[src/rtl/reaction_timer.sv]
// reaction_timer: game controller for the FPGA reaction game.
// Synchronises and edge-detects the buttons, runs the IDLE/ARM/GO/RESULT game
// FSM with an LFSR-randomised wait and a millisecond prescaler, and drives the
// seven-segment display inputs (number/select/mode) plus the GO LED.
// Optional feature: define REACTION_BEST_EN to add best-time tracking
// (outputs best and new_best).
module reaction_timer #(
    parameter int unsigned TICK_DIV  = 100000,
    parameter int unsigned MIN_DELAY = 500
) (
    input  logic        clk,
    input  logic        rst,
    input  logic        btn_start,
    input  logic        btn_react,
    input  logic        btn_mode,
    output logic [13:0] number,
    output logic [1:0]  select,
    output logic [1:0]  mode,
`ifdef REACTION_BEST_EN
    output logic        go_led,
    output logic [13:0] best,
    output logic        new_best
`else
    output logic        go_led
`endif
);

    localparam int unsigned CntW      = (TICK_DIV > 1) ? $clog2(TICK_DIV) : 1;
    localparam logic [13:0] MaxNumber = 14'd9999;

    typedef enum logic [1:0] {StIdle, StArm, StGo, StResult} state_e;

    // Button pipeline, bit order {mode, react, start}
    logic [2:0] sync1_q, sync2_q, prev_q;
    logic [2:0] btn_rise;
    logic       start_rise, react_rise, mode_rise;

    logic [15:0]     lfsr_q;
    logic [CntW-1:0] tick_cnt_q, tick_cnt_d;
    logic            tick, tick_clr;

    state_e      state_q, state_d;
    logic [13:0] number_q, number_d;
    logic [1:0]  select_q, select_d;
    logic [1:0]  mode_q, mode_d;
    logic        go_led_q, go_led_d;
    logic [11:0] delay_q, delay_d;
    logic [13:0] limit;
`ifdef REACTION_BEST_EN
    logic [13:0] best_q, best_d;
    logic        new_best_q, new_best_d;
`endif

    // Two-flop synchroniser plus previous-value flop per button
    always_ff @(posedge clk or negedge rst) begin
        if (!rst) begin
            sync1_q <= 3'b000;
            sync2_q <= 3'b000;
            prev_q  <= 3'b000;
        end else begin
            sync1_q <= {btn_mode, btn_react, btn_start};
            sync2_q <= sync1_q;
            prev_q  <= sync2_q;
        end
    end

    assign btn_rise   = sync2_q & ~prev_q;
    assign start_rise = btn_rise[0];
    assign react_rise = btn_rise[1];
    assign mode_rise  = btn_rise[2];

    // 16-bit Fibonacci LFSR, taps 16,14,13,11; free-running every clock
    always_ff @(posedge clk or negedge rst) begin
        if (!rst) begin
            lfsr_q <= 16'hACE1;
        end else begin
            lfsr_q <= {lfsr_q[0] ^ lfsr_q[2] ^ lfsr_q[3] ^ lfsr_q[5], lfsr_q[15:1]};
        end
    end

    assign tick = (tick_cnt_q == CntW'(TICK_DIV - 1));

    // Millisecond prescaler; restarts on ARM/GO entry so phases are exact
    always_comb begin
        tick_cnt_d = tick_cnt_q + CntW'(1);
        if (tick_clr || tick) begin
            tick_cnt_d = '0;
        end
    end

    // Prescaler register
    always_ff @(posedge clk or negedge rst) begin
        if (!rst) begin
            tick_cnt_q <= '0;
        end else begin
            tick_cnt_q <= tick_cnt_d;
        end
    end

    // Timeout limit for the current mode
    always_comb begin
        unique case (mode_q)
            2'd0:    limit = 14'd2000;
            2'd1:    limit = 14'd1000;
            default: limit = 14'd500;
        endcase
    end

    // Game FSM next-state and registered-output next values
    always_comb begin
        state_d  = state_q;
        number_d = number_q;
        select_d = select_q;
        mode_d   = mode_q;
        go_led_d = go_led_q;
        delay_d  = delay_q;
        tick_clr = 1'b0;
`ifdef REACTION_BEST_EN
        best_d     = best_q;
        new_best_d = 1'b0;
`endif
        unique case (state_q)
            StIdle: begin
                if (mode_rise) begin
                    mode_d = (mode_q == 2'd2) ? 2'd0 : mode_q + 2'd1;
                end
                if (start_rise) begin
                    delay_d  = 12'(MIN_DELAY) + {1'b0, lfsr_q[10:0]};
                    number_d = '0;
                    select_d = 2'd1;
                    state_d  = StArm;
                    tick_clr = 1'b1;
                end
            end
            StArm: begin
                // A react during the wait is a false start, even on the final tick
                if (react_rise) begin
                    number_d = MaxNumber;
                    select_d = 2'd2;
                    state_d  = StResult;
                end else if (tick) begin
                    delay_d = delay_q - 12'd1;
                    if (delay_q == 12'd1) begin
                        go_led_d = 1'b1;
                        state_d  = StGo;
                        tick_clr = 1'b1;
                    end
                end
            end
            StGo: begin
                // React beats a coincident tick: the count holds
                if (react_rise) begin
                    go_led_d = 1'b0;
                    select_d = 2'd2;
                    state_d  = StResult;
`ifdef REACTION_BEST_EN
                    if (number_q < best_q) begin
                        best_d     = number_q;
                        new_best_d = 1'b1;
                    end
`endif
                end else if (tick) begin
                    if (number_q + 14'd1 == limit) begin
                        number_d = MaxNumber;
                        go_led_d = 1'b0;
                        select_d = 2'd2;
                        state_d  = StResult;
                    end else begin
                        number_d = number_q + 14'd1;
                    end
                end
            end
            StResult: begin
                go_led_d = 1'b0;
                if (start_rise) begin
                    number_d = '0;
                    select_d = 2'd0;
                    state_d  = StIdle;
                end
            end
            default: begin
                state_d = StIdle;
            end
        endcase
    end

    // Game state and output registers
    always_ff @(posedge clk or negedge rst) begin
        if (!rst) begin
            state_q  <= StIdle;
            number_q <= '0;
            select_q <= 2'd0;
            mode_q   <= 2'd0;
            go_led_q <= 1'b0;
            delay_q  <= '0;
        end else begin
            state_q  <= state_d;
            number_q <= number_d;
            select_q <= select_d;
            mode_q   <= mode_d;
            go_led_q <= go_led_d;
            delay_q  <= delay_d;
        end
    end

`ifdef REACTION_BEST_EN
    // Best reaction time and its one-cycle improvement pulse
    always_ff @(posedge clk or negedge rst) begin
        if (!rst) begin
            best_q     <= MaxNumber;
            new_best_q <= 1'b0;
        end else begin
            best_q     <= best_d;
            new_best_q <= new_best_d;
        end
    end

    assign best     = best_q;
    assign new_best = new_best_q;
`endif

    assign number = number_q;
    assign select = select_q;
    assign mode   = mode_q;
    assign go_led = go_led_q;

endmodule

[config.mk]
export PLATFORM = sky130hd
export DESIGN_NAME = reaction_timer
export DESIGN_NICKNAME = d
export VERILOG_FILES = /design/src/rtl/reaction_timer.sv
export SDC_FILE = /design/constraint.sdc
export NUM_CORES = 1
export LEC_CHECK = 0
export CAP_MARGIN = 20
export CORE_ASPECT_RATIO = 0.75
export CORE_MARGIN = 2
export CORE_UTILIZATION = 41
export CTS_CLUSTER_SIZE = 8
export DETAILED_ROUTE_END_ITERATION = 8
export SYNTH_ARGS = -nofsm -noshare
export SYNTH_HDL_FRONTEND = slang
export SYNTH_SLANG_ARGS = --single-unit
[constraint.sdc]
create_clock -name clk -period 3.15 [get_ports clk]
set_input_delay 0.945 -clock clk [delete_from_list [all_inputs] [get_ports clk]]
set_output_delay 0.945 -clock clk [all_outputs]
set_load 0.03 [all_outputs]
### Word-level counts from Yosys, hierarchy flattened

Index checks and enable logic that the tools add are counted.

| word-level totals | value |
|---|---|
| register bits after elaboration | 75 |
| input port bits | 5 |
| output and inout port bits | 19 |

| cells by class | value |
|---|---|
| add/subtract/negate cells | 5 |
| equality and inequality tests | 21 |
| multiplexer cells | 39 |
| bitwise logic cells | 5 |
| reduce and logical (&&, ||, !) cells | 12 |

Operators with widths:

| cell | number |
|---|---|
| 2-to-1 mux 14 bit | 5 |
| one-hot mux 14 bit (3 select lines) | 1 |
| 2-to-1 mux 12 bit | 3 |
| 2-to-1 mux 2 bit | 13 |
| one-hot mux 12 bit (2 select lines) | 1 |
| one-hot mux 11 bit (2 select lines) | 1 |
| adder 17 x 1 -> 17 bit (second input constant) | 1 |
| == test 17 bit (second input constant) | 1 |
| 2-to-1 mux 17 bit | 1 |
| inequality test 2 bit (second input constant) | 8 |
| one-hot mux 2 bit (4 select lines) | 2 |
| adder 14 x 1 -> 14 bit (second input constant) | 1 |
| == test 14 bit | 1 |
| adder 9 x 11 -> 12 bit (first input constant) | 1 |
| == test 12 x 1 -> 1 bit (second input constant) | 1 |
| inequality test 3 bit (second input constant) | 4 |
| AND reduction 6 bit | 2 |
| subtractor 12 x 1 -> 12 bit (second input constant) | 1 |
| 2-to-1 mux 1 bit | 10 |
| AND reduction 4 bit | 2 |
| == test 2 bit (second input constant) | 3 |
| AND reduction 5 bit | 1 |
| == test 2 x 1 -> 1 bit (second input constant) | 2 |
| zero test 2 bit | 2 |
| 12 further kinds | 14 |

### Longest topological paths before layout

| logic depth | value |
|---|---|
| word-level depth | 7 |
| depth in mapped cells | 10 |
| depth with buffers taken out | 8 |

### Least setup slack after synthesis

No wires, ideal clock.

| timing | value |
|---|---|
| path kind | reg2reg |
| start point | reg number_q[0] (netlist: number[0]) |
| end point | reg state_q[1] |
| library setup time | 0.125 ns |
| data arrival time | 2.464 ns |
| data required time | 3.025 ns |
| slack | 0.561 ns |
| stages on the path, launching flop included | 9 |
| clock period less this slack | 2.589 ns |
| cells stage by stage | dfrtp_1 clkbuf_1 nand4_1 nor4_1 mux2i_1 o2111ai_1 o21ai_1 and3_1 mux2_2 |

| between the ends | value |
|---|---|
| word-level cells in the longest chain between the ends | 4 |

RTL lines:

| item | line | source |
|---|---|---|
| start, declared | 43 | `logic [13:0] number_q, number_d;` |
| start signal, assigned | 198 | `number_q <= number_d;` |
| adder 14 x 1 -> 14 bit | 163 | `if (number_q + 14'd1 == limit) begin` |
| == test 14 bit | 163 |  |
| inequality test 3 bit (no source line) | -- |  |
| AND reduction 6 bit (no source line) | -- |  |
| end signal, assigned | 190 | `state_q <= StIdle;` |
| end signal, assigned | 197 | `state_q <= state_d;` |
| end, declared | 42 | `state_e state_q, state_d;` |

Every way passes these cells.
A chain may end at the register's enable or synchronous reset.

### Worst setup path in the final report

| timing | value |
|---|---|
| start point | reg number_q[1] (netlist: number[1]) |
| end point | reg number_q[13] (netlist: number[13]) |

| between the ends | value |
|---|---|
| word-level cells in the longest chain between the ends | 6 |

RTL lines:

| item | line | source |
|---|---|---|
| adder 14 x 1 -> 14 bit (*) | 163, 169 |  |
| == test 14 bit | 163 |  |
| 2-to-1 mux 14 bit (*) | 163 |  |
| 2-to-1 mux 14 bit (*) | 162 | `end else if (tick) begin` |
| 2-to-1 mux 14 bit (*) | 152 | `if (react_rise) begin` |
| one-hot mux 14 bit (3 select lines) (*) | 122 | `unique case (state_q)` |

Mark *: on every way between the ends. The rest lies on a longest branch, timed or not. The select of a mux whose other input is x is not followed.

==> results.cfg <==
[outcome]
status = finished, final reports clean

[layout]
fillCellCount = 930
area_delta_synth_final_pct = 17.4
design_area_um2 = 4650
num_antenna_cells = 0
multi_input_area_um2 = 1960
drive_above_1_share_pct = 10.9
nets = 461
seq_area_um2 = 1890

[sta]
setup_tns_ns = 0
worst_pin_slew_ns = 0.929
finalCriticalPeriod_ns = 2.94
finalCritPeriodShare_pct = 93.4
hold_viol = 0
setup_viol = 0
finalClockSkew_ns = 0.00514
relSlewSlack_pct = 38.1
rsz0062_at_grt = no
clock.fmax_mhz = 340
slew_violations = 0

[floorplan]
coreArea_um2 = 9540
core.rowCount = 31
die_y_um = 89.1
pin_count = 24
die_area_um2 = 10500
die_x_um = 118
initial_core_util_pct = 41.5

[setup_path]
critPathSlowestCell = dfrtp_1
crit_arrival_ns = 3.15
critPathKind = flop to flop
cp_max_fo = 10
critPathBufInv = 1
cp_top_family = simple AND/OR/NAND/NOR gates
cp.required_ns = 3.36
cp_common_cell = nor2_1
start_kind = flop
max_stage_delay_ns = 0.50
rr_worst_depth = 9
cp_cell_sequence = ha_1, nand3_1, nor3_4, mux2_2, o2111ai_1, nor2_1, buf_4, o41ai_1, nor2_1
endpoint_kind = flop
crit_cells = 9

[power_and_ir_drop]
power.density_nw_per_um2 = 905
leakagePower_nw = 1.97
ir_worst_vdd_mv = 0.355

[global_routing]
grt-ovfl-total = 0
grt_pass1_wl_mm = 14.5
grt_pass1_vias = 2845
grt_max_degree = 75
antenna_found_initial = 0
grt_usage_pct = 17.5

[logic_synthesis]
syn-instance-count = 421
yosys-top-cells-count = 67 x dfrtp_1, 42 x nor2_1, 41 x nand2_1, 27 x nand3_1, 26 x a21oi_1
synth_area_um2 = 3960
yosysMostFrequentCell = dfrtp_1
syn_nets = 437
avgSynthCellArea_um2 = 9.41
synth_top_area_share_pct = 42.3
async_flop_share_pct = 100
synth_edf_count = 0
yosysWarnings = 0
ys_ff_latch = 75
synth_area_leader_cell = dfrtp_1
synth_cell_type_count = 56
ys_seq_area_share_pct = 47.6
synth_area_leaders = dfrtp_1 42%, dfstp_2 5.3%, xor2_1 4.2%, nor2_1 4.0%, nand2_1 3.9%
synth_ff_type = dfrtp_1

[placement]
placed_area_um2 = 4340
place_hpwl_mm = 6.07
io_buffers = 23
place.gp.congestion = 0.915

[hold_path]
min_path_cells = 0
hp-class = flop to flop

[detailed_routing]
wl_per_cell_um = 15.2
antenna_left = 0
drc = 0
vias = 3190
first_pass_iters = 5
drtIter0Drc = 226
routed_wl_mm = 8.84
vias_per_cell = 5.48

[clocking]
clockBufferDepth = 2
clkLatencyLatePin_ns = 0.33
root_buffer = clkbuf_16
cts-hold-fix-buffers = 0
htree_levels = 3
cts.sink_count = 75
cts_tree = done
cts_buffers = 9
clk_pin_slew_ns = 0.06
cts_setup_buffers = 0

[run]
max-cap-violations = 0
## layer usage
metal	vias up	track usage (%)	wire length, um
met3	14	5.68	523
met4	0	5.59	123
met2	86	25.8	3730
met1	1532	24.7	4460
li1	1558	-	-
met5	-	0	0
## where the power goes
part / total, mW / switching [mW] / internal [mW] / leakage, nW
Clock: 1.04 / 0.406 / 0.634 / 0.148
Sequential: 1.47 / 0.295 / 1.17 / 0.923
Combinational: 1.70 / 1.04 / 0.664 / 0.899
## final timing paths
check	start	end	slack (ns)
setup / recovery	number[1]	number[13]	0.21
hold / removal	sync1_q[0]	sync2_q[0]	0.35
setup reg to reg	number[1]	number[13]	0.21
hold reg to reg	sync1_q[0]	sync2_q[0]	0.35
max in group asynchronous	rst	lfsr_q[7]	1.73
min in group asynchronous	rst	sync1_q[1]	0.74
## state kept, by name (all words and copies together), names as in the netlist
| signal | cells |
|---|---|
| tick_cnt_q | 17 |
| mode | 2 |
| prev_q | 3 |
| go_led | 1 |
| number | 14 |
| lfsr_q | 16 |
| select | 2 |
| sync1_q | 3 |
| sync2_q | 3 |
| delay_q | 12 |
| state_q | 2 |
## worst reg2reg max path: cells and delay by family (launching register included)
kind | cells | cell delay (ns)
AOI/OAI and AO/OA | 2 | 0.45
muxes | 1 | 0.37
DFF | 1 | 0.50
and+or+nand+nor | 4 | 0.90
buffers and inverters | 1 | 0.20
adders and majority gates | 1 | 0.39
## what timing repair did
action	in CTS	in global routing
resized for setup	0	1
endpoints found under the hold margin	0	0
endpoints found under the setup margin	0	2
## cells in the final DEF, fill, tap and decap left out, drive strengths merged, types with 3 or more instances in the layout
master	instances
or3	6
inv	11
o41ai	3
xor2	19
nand3	27
ha	11
a21oi	26
dfrtp	67
a21o	4
o21ai	26
a211o	3
mux2	4
xnor2	11
nor4	8
nand4	7
clkdlybuf4s50	22
nor2	42
nand2	41
o22ai	6
dfstp	8
and3	8
buf	10
a22o	3
clkbuf	10
or2	4
and2	4
nor3	8
nand4b	4
nand2b	9
clkinv	4
nor2b	3
## per-stage QoR
stage / power, mW / hold slack, ns / cells / worst slack, ns / util (%)
floorplan: 2.61 / 0.331 / 421 / 0.561 / -
global placement: 3.13 / 0.335 / 566 / 0.415 / 45.5
detailed placement: 3.17 / 0.340 / 566 / 0.260 / 45.5
CTS: 4.22 / 0.358 / 582 / 0.241 / 48.7
global route: 4.49 / 0.366 / 582 / 0.0144 / 48.8
finish: 4.21 / 0.353 / 582 / 0.208 / 48.8
## kinds of logic (layout without fill, tap and decap cells)
group	after synthesis	in the layout	synth area share, %
buffers and inverters	30	59	3.06
AO/OA/AOI/OAI	90	90	14.4
flip-flops	75	75	47.6
adder cells (fa/ha/maj)	11	11	3.47
XOR/XNOR	30	30	6.63
multiplexers	6	6	1.64
AND/OR/NAND/NOR	179	179	23.2
## cell type report
type / count / share of cell area [%]
multi-input cells: 316 / 42.1
flip-flops and latches: 75 / 40.6
repair buffers: 32 / 6.35
clock buffers: 10 / 5.14
well taps: 132 / 3.55
clock inverters: 6 / 1.40
inverters: 11 / 0.888
Note: power is estimated with default switching activity, not from simulation.
==> edit, RTL diff (same settings) <==
Add a define of `REACTION_BEST_EN`.
--- a/src/rtl/reaction_timer.sv
+++ b/src/rtl/reaction_timer.sv
@@ -6,2 +6,4 @@
 // (outputs best and new_best).
+`define REACTION_BEST_EN
+
 module reaction_timer #(
Behaviour (old outputs only; new: best and new_best): unchanged (equiv_simple and equiv_induct, registers matched by name and starting in step).
==> edit against the unedited design <==
- highest routed layer unchanged
- largest cell class unchanged
- routed wire length rose by 26%
- critical path depth fell by 1
- design area rose by 25%
- critical endpoint is now state_q[0]$_DFFE_PN0P_
- total power rose by 26%
- worst setup slack improved by 270 ps
- clock skew rose by 4.2 ps
- combinational power rose by 44%
- area after synthesis rose by 25%
- sequential cell count rose by 15
==> edit: results (changes against the unedited design) <==
[timing]
max_slew_margin=0.492  ; +0.111
post-route-period-util=0.849  ; -0.0848
skew_ps=9.29  ; +4.15 ps
whs_ps=352  ; -1.13 ps

[clocking]
cts_buffers=9  ; unchanged
post_cts_resize_count=0  ; unchanged
post_cts_buffers=0  ; unchanged
cts.root.buffer_cell=clkbuf_16

[grt]
grt_max_degree=45  ; -40%
grt_use_total=0.184  ; +0.00860
grt_pass1_vias=3784  ; +33%
grt_pass1_wl_mm=19.0  ; +31%

[setup_path]
r2r-end=state_q[0]$_DFFE_PN0P_
worstPathMaxFanout=13  ; +3
crit_start=number[5]$_DFFE_PN0P_
worstPathArrival_ps=2910  ; -240 ps
regToRegSetupSlack_ps=480  ; +270 ps
cpPeakStageDelay_ps=610  ; +110 ps
reg2regPathDepth=8  ; -1
critPathKind=reg -> reg

[place]
place_congestion=0.810  ; -12%
place_area_um2=5520  ; +27%
dp_slack_ps=509  ; +249 ps
post-dp-hpwl_mm=7.94  ; +31%
io_buffers=38  ; +65%

[logic_synthesis]
syn_nets=551  ; +26%
synth_compound_area_frac=0.134  ; -0.00996
yosysSeqAreaShare=0.458  ; -0.0186
yosysWarnings=0  ; unchanged
synthAdderAreaFrac=0.0580  ; +0.0232
synthMuxAreaShare=0.0401  ; +0.0236
synth_cell_types=59  ; +5.4%
synth_xor_area_frac=0.0529  ; -0.0134
ys_top_cells_by_count=dfrtp_1 (74), nand2_1 (50), nor2_1 (46), a21oi_1 (34), o21ai_0 (29)
synth_area_leaders=dfrtp_1 (37%), dfstp_2 (8.5%), ha_1 (5.8%)

[power_and_ir_drop]
power_leakage_nw=2.43  ; +24%
irDropWorstVdd_mv=0.493  ; +39%

[finish]
drive_gt1_frac=0.118  ; +0.00897
fin_nets=583  ; +26%

[drt]
dr.first_iter.drc_count=282  ; +25%
routedWlPerCell_um=15.4  ; +1.5%
dr_total_vias=3918  ; +23%

[worst_hold_path]
hold_class=reg -> reg

[outcome]
outcome=complete, no violations

==> edit: changes by cell type after synthesis, moves of 4 or more <==
cell / before / now
ha_1: 11 / 23
o22ai_1: 6 / 2
a31oi_1: 0 / 7
inv_1: 11 / 22
mux2_2: 4 / 15
o21ai_0: 25 / 29
nand4_1: 7 / 16
a21oi_1: 26 / 34
nand2_1: 41 / 50
nor2_1: 42 / 46
dfstp_2: 8 / 16
clkbuf_1: 11 / 21
dfrtp_1: 67 / 74
==> edit: through the flow <==
step / total power, W / std cells
4_1_cts: 0.00535 / 722
5_1_grt: 0.00574 / 722
2_1_floorplan: 0.00351 / 523
6_report: 0.00531 / 722
3_5_place_dp: 0.00426 / 706
3_3_place_gp: 0.00420 / 706
==> edit: logic make-up after synthesis <==
logic type / Yosys count
AOI/OAI and AO/OA: 105
xor gates and xnor gates: 30
adders and majority gates: 23
buffers and inverters: 50
DFF: 90
muxes: 18
and+or+nand+nor: 207
==> edit: layer usage <==
layer	vias to the layer above	global-route usage	part of all wire
met5	-	0	0
met4	0	0.0393	0.010
met3	9	0.0473	0.051
met2	92	0.263	0.42
met1	1879	0.280	0.52
li1	1938	-	-
==> edit: power by group <==
part / total [W] / internal [W] / switching (W)
Sequential: 0.00182 / 0.00145 / 0.000373
Combinational: 0.00244 / 0.00101 / 0.00142
Clock: 0.00105 / 0.000588 / 0.000462
==> edit: layout make-up <==
| type | count | area (um2) |
|---|---|---|
| multi-input combinational | 383 | 2490 |
| clock inverter | 5 | 42.5 |
| inverter | 23 | 86.3 |
| fill | 1100 | 5890 |
| tap | 162 | 203 |
| timing repair buffer | 48 | 465 |
| clock buffer | 11 | 253 |
| sequential | 90 | 2270 |
